==> config.mk <==
export PLATFORM = sky130hd
export DESIGN_NAME = instr_fetch
export DESIGN_NICKNAME = d
export VERILOG_FILES = /design/src/rtl/hack_pkg.sv /design/src/rtl/fetch_fifo.sv /design/src/rtl/instr_fetch.sv
export SDC_FILE = /design/constraint.sdc
export NUM_CORES = 1
export LEC_CHECK = 0
export BUFFER_PORTS_ARGS = -buffer_cell sky130_fd_sc_hd__buf_2
export CORE_UTILIZATION = 40
export CTS_BUF_LIST = sky130_fd_sc_hd__clkbuf_2
export CTS_CLUSTER_DIAMETER = 100
export DETAILED_ROUTE_END_ITERATION = 6
export HOLD_SLACK_MARGIN = 0.02
export PLACE_DENSITY_LB_ADDON = 0.3
export SYNTH_ARGS = -nofsm -noshare
export SYNTH_HDL_FRONTEND = slang
export SYNTH_SLANG_ARGS = --single-unit
==> constraint.sdc <==
create_clock -name clk -period 1.9 [get_ports clk]
set_input_delay 0.38 -clock clk [delete_from_list [all_inputs] [get_ports clk]]
set_output_delay 0.38 -clock clk [all_outputs]
set_load 0.1 [all_outputs]
==> src/rtl/hack_pkg.sv <==
// Shared constants and the fetch-queue entry type for the instruction fetch slice.
package hack_pkg;

    localparam int ADDR_W  = 15;
    localparam int INSTR_W = 16;

    localparam logic [ADDR_W-1:0] RESET_PC = '0;

    typedef struct packed {
        logic [INSTR_W-1:0] instr;
        logic [ADDR_W-1:0]  pc;
    } fetch_entry_t;

endpackage

==> src/rtl/fetch_fifo.sv <==
// Small synchronous queue of fetched instructions; flush wins over push and pop.
module fetch_fifo
    import hack_pkg::*;
#(
    parameter int DEPTH = 2
) (
    input  logic                   clk,
    input  logic                   reset_n,
    input  logic                   push,
    input  fetch_entry_t           push_data,
    input  logic                   pop,
    input  logic                   flush,
    output fetch_entry_t           head,
    output logic [$clog2(DEPTH):0] count
);

    localparam int PTR_W = $clog2(DEPTH);

    fetch_entry_t     mem [DEPTH];
    logic [PTR_W-1:0] wr_ptr;
    logic [PTR_W-1:0] rd_ptr;

    // Head comes straight from storage, so it keeps its last value once the queue drains.
    assign head = mem[rd_ptr];

    // Storage, pointers and occupancy; pointers wrap naturally because DEPTH is a power of two.
    always_ff @(posedge clk or negedge reset_n) begin
        if (!reset_n) begin
            for (int i = 0; i < DEPTH; i++) begin
                mem[i] <= '0;
            end
            wr_ptr <= '0;
            rd_ptr <= '0;
            count  <= '0;
        end else if (flush) begin
            wr_ptr <= '0;
            rd_ptr <= '0;
            count  <= '0;
        end else begin
            if (push) begin
                mem[wr_ptr] <= push_data;
                wr_ptr      <= wr_ptr + 1'b1;
            end
            if (pop) begin
                rd_ptr <= rd_ptr + 1'b1;
            end
            if (push && !pop) begin
                count <= count + 1'b1;
            end else if (pop && !push) begin
                count <= count - 1'b1;
            end
        end
    end

endmodule

==> src/rtl/instr_fetch.sv <==
// Instruction fetch stage: drives the ROM address, absorbs its one-cycle read latency,
// queues fetched words and hands them to execute with a valid/accept handshake.
module instr_fetch
    import hack_pkg::*;
#(
    parameter int DEPTH = 2
) (
    input  logic               clk,
    input  logic               reset_n,
    input  logic               rom_ready,
    output logic [ADDR_W:0]    rom_addr,
    input  logic [INSTR_W-1:0] rom_instruction,
    output logic [INSTR_W-1:0] instr,
    output logic [ADDR_W-1:0]  instr_pc,
    output logic               instr_valid,
    input  logic               instr_accept,
    input  logic               jump,
    input  logic [ADDR_W-1:0]  jump_target
);

    localparam int             CNT_W   = $clog2(DEPTH) + 1;
    localparam logic [CNT_W:0] DEPTH_C = (CNT_W + 1)'(DEPTH);

    localparam logic [0:0] WAIT_ROM = 1'b0;
    localparam logic [0:0] RUN      = 1'b1;

    logic [0:0]        state;
    logic [ADDR_W-1:0] fetch_pc;
    logic [ADDR_W-1:0] inflight_pc;
    logic              inflight;
    logic              fetch_enable;
    logic              issue;
    logic              push;
    logic              pop;
    logic [CNT_W-1:0]  count;
    logic [CNT_W:0]    occupied;
    logic [CNT_W:0]    room;
    fetch_entry_t      push_entry;
    fetch_entry_t      head;

    // The queue is only popped by a real handshake; a jump cycle belongs to the flush.
    assign instr_valid = (count != '0);
    assign pop         = instr_valid && instr_accept && !jump;
    assign push        = inflight && !jump;

    // Queue slots plus the in-flight word must never exceed DEPTH, so nothing is ever dropped.
    assign occupied = {1'b0, count} + {{CNT_W{1'b0}}, inflight};
    assign room     = DEPTH_C + {{CNT_W{1'b0}}, pop};

    // WAIT_ROM lets fetching start in the very cycle the ROM first reports ready.
    assign fetch_enable = (state == RUN) || rom_ready;
    assign issue        = rom_ready && fetch_enable && !jump && (occupied < room);

    assign rom_addr         = {1'b0, fetch_pc};
    assign push_entry.instr = rom_instruction;
    assign push_entry.pc    = inflight_pc;
    assign instr            = head.instr;
    assign instr_pc         = head.pc;

    // Leave WAIT_ROM once the ROM has finished loading; only a reset brings us back.
    always_ff @(posedge clk or negedge reset_n) begin
        if (!reset_n) begin
            state <= WAIT_ROM;
        end else if (state == WAIT_ROM && rom_ready) begin
            state <= RUN;
        end
    end

    // Fetch pointer and the one-deep record of which address the ROM is currently reading.
    always_ff @(posedge clk or negedge reset_n) begin
        if (!reset_n) begin
            fetch_pc    <= RESET_PC;
            inflight    <= 1'b0;
            inflight_pc <= '0;
        end else begin
            if (jump) begin
                fetch_pc <= jump_target;
            end else if (issue) begin
                fetch_pc <= fetch_pc + 1'b1;
            end
            inflight <= issue;
            if (issue) begin
                inflight_pc <= fetch_pc;
            end
        end
    end

    fetch_fifo #(
        .DEPTH (DEPTH)
    ) u_fetch_fifo (
        .clk       (clk),
        .reset_n   (reset_n),
        .push      (push),
        .push_data (push_entry),
        .pop       (pop),
        .flush     (jump),
        .head      (head),
        .count     (count)
    );

endmodule

==> run metrics <==
Crit-path slowest cell dfrtp_2; Avg WL per Cell ~16 µm; area share of the largest cell type after synthesis 54.48%; #FFs+latches synth 97; Final Hold Fails 0; Startpoint Class flop; simple-gate area share of the yosys netlist 7.470%; Placeable Area approximately 11,000 µm²; Critical Path RT roughly 1.5 ns; final setup fails 39; CP max FO 15; CP top delay family flip-flops; Final GP Congestion between 0.8 and 0.9; vias in the first global route 3,127; Total GRT Usage around 18%; row count 38; first-pass GRT wire length approximately 16 mm; CP Buf/Inv Count 2; reg2reg setup slack -0.10 ns; Net Count, Synth between 300 and 400; DRC Markers 0; Leak about 2.7 nW; synth cell count leaders mux2_2 (99), dfrtp_1 (97), nor2_1 (19); H-tree levels 3; CP startpoint u_fetch_fifo.rd_ptr; Worst R2R End fetch_pc[12]; # IOs 84; Post-synth EDFFs 0; Tot Pwr between 8 and 9 mW; Vias/cell ~5.2; Syn Inst Count 334; CTS root buf clkbuf_2; Fillers 878; Max Fclk ~460 MHz; Final min period 2.152 ns; chip width ~110 µm; Post-DP Area 5630 µm²; clock sinks 97; Max-Cap Viols 0; post-route ant nets 0; asr flop ratio synth between 90% and 100%; die area 11,560 µm²; period utilization 113.3%; Min-Delay Path Class input pin to flop; critical path, cell by cell clkbuf_16 -> mux2_2 -> buf_12; VDD IR max roughly 0.74 mV; DR vias 3,110; 1st-pass router iterations 4; register area share after synthesis between 50% and 60%; synthesis-to-finish area growth 41.67%; starting density of the core 41.10%; Hold Crit Depth 3; Die Y 107.5 µm; outcome finished with violations; design area 6312 µm²; Post-synth top flop dfrtp_1; xor and xnor fraction of the mapped netlist area 0.5897%; fin util approximately 58%; crit-path max cell delay 0.50 ns; largest family of logic cells by synthesized area multiplexers; Power Density between 1000 and 1500 nW/µm²; Yosys Warn Count 0; antenna violations before repair 0; final WL 9.804 mm; post-synthesis compound-gate area fraction 5.476%; mean cell area of the mapped netlist about 13 µm²; Clock Skews about 0.03 ns; final setup margin -0.2520 ns; share of post-route cells with drive strength above 1 a little under three fifths; largest net degree at the start of global routing 43; nets 492; Synth area leaders dfrtp_1 (54%), mux2_2 (25%), mux2_4 (3.0%), a31oi_1 (2.1%), o31ai_1 (2.0%); Final Slew Violations 0; Reg clk slew, reported paths between 0.2 and 0.25 ns; min-delay src jump_target[13]; Mapped Area ~4500 µm²; mux cell area share after synthesis approximately 28%; ANT cells 0; Synth area leader dfrtp_1; Crit Reg-Reg Startpoint u_fetch_fifo.count[0]; CTS Buffer Depth 2; library cells used by synthesis 38; WS Path Type flop to output port; Iteration-0 DRC Markers between 80 and 90; most common cell in the netlist mux2_2; HPWL Detailed about 6.2 mm; gr ovfl total 0; failing checks setup timing; Worst-Skew Late Latency between 0.5 and 0.6 ns; CTS tree yes; cts bufs inserted 9; adder-cell area share of the yosys netlist 0.8425%; port bufs 82; RSZ-0062 raised after global routing yes; WHS Endpoint fetch_pc[13]; Crit path arrival time around 1.8 ns; Setup crit end kind output port; Reg2Reg Depth 6
where the power goes:
part	total (mW)	internal, mW	switching, mW
Sequential	2.97	2.63	0.341
Combinational	4.48	1.79	2.69
Clock	1.39	0.695	0.700
cell type report:
cell class	instances	area, µm²	area share [%]
sequential	97	2449	38.79
multi-input combinational	210	2041	32.33
timing repair buffer	131	1445	22.89
tap	140	175.2	2.775
clock inverter	7	142.6	2.260
clock buffer	9	45.04	0.7136
inverter	4	15.01	0.2379
logic make-up after synthesis:
logic type               Yosys count
other                              1
multiplexers                     108
adder cells (fa/ha/maj)            3
AO/OA/AOI/OAI                     37
buffers and inverters             27
flip-flops                        97
AND/OR/NAND/NOR                   58
XOR/XNOR                           3
repair_timing:
item	in CTS	in global routing
gates cloned	0	1
buffers inserted	11	0
setup endpoints to repair	51	56
pin swaps	18	8
endpoints found under the hold margin	50	8
gates resized for setup	24	29
hold buffers	15	7
worst reg2reg max path, cell delays in order (launching register included):
cell and delay [ns]:
dfrtp_1 0.46, ha_2 0.21, ha_4 0.16, nand4b_1 0.23, or2_4 0.30, or4_4 0.41, a31oi_1 0.19
worst max path at each step:
stage,end,slack (ns),cells past startpoint
finish,instr_pc[9],-0.25,3
global route,instr_pc[0],-0.36,3
CTS,instr_pc[4],-0.34,3
detailed placement,fetch_pc[12],-0.15,6
global placement,fetch_pc[9],-0.09,6
floorplan,fetch_pc[9],-0.10,7
sequential cells by signal, summed over array words and instances (netlist names):
register and cells:
u_fetch_fifo.wr_ptr 1, inflight_pc 15, inflight 1, u_fetch_fifo.count 2, u_fetch_fifo.mem 62, fetch_pc 15, u_fetch_fifo.rd_ptr 1
through the flow:
stage	TNS [ns]	hold WS, ns	setup WS [ns]	instances
2_1_floorplan	-1.125	0.08441	-0.1019	334
3_3_place_gp	-0.3731	0.3552	-0.08900	549
3_5_place_dp	-0.9010	0.3559	-0.1533	549
4_1_cts	-10.72	0.02039	-0.3441	591
5_1_grt	-12.00	0.01676	-0.3645	598
6_report	-7.518	0.09194	-0.2520	598
routing by layer:
layer / share of wire [%] / vias to the layer above / track usage [%] / wire length (µm)
met1: 45 / 1559 / 23.92 / 4457
met5: 0 / - / 0 / 0
met3: 3.5 / 10 / 3.632 / 339
li1: - / 1456 / - / -
met2: 50 / 85 / 27.56 / 4880
met4: 1.3 / 0 / 6.164 / 125
cell usage in the layout, fill, tap and decap left out, drive strengths merged, types with 2 or more instances in the layout:
cell type / synthesis / routed
or2: 3 / 3
ha: 3 / 3
buf: 15 / 102
mux2: 108 / 108
nand3: 7 / 7
nand2: 4 / 4
clkbuf: 8 / 16
dlygate4sd3: 0 / 22
dfrtp: 97 / 97
nand4: 3 / 3
or4: 12 / 12
o31ai: 12 / 12
bufinv: 0 / 4
xnor2: 2 / 2
clkinvlp: 0 / 3
o21ai: 7 / 7
inv: 4 / 4
nor2: 19 / 19
a31oi: 15 / 15
No activity file was read; power rests on OpenSTA's default activity.
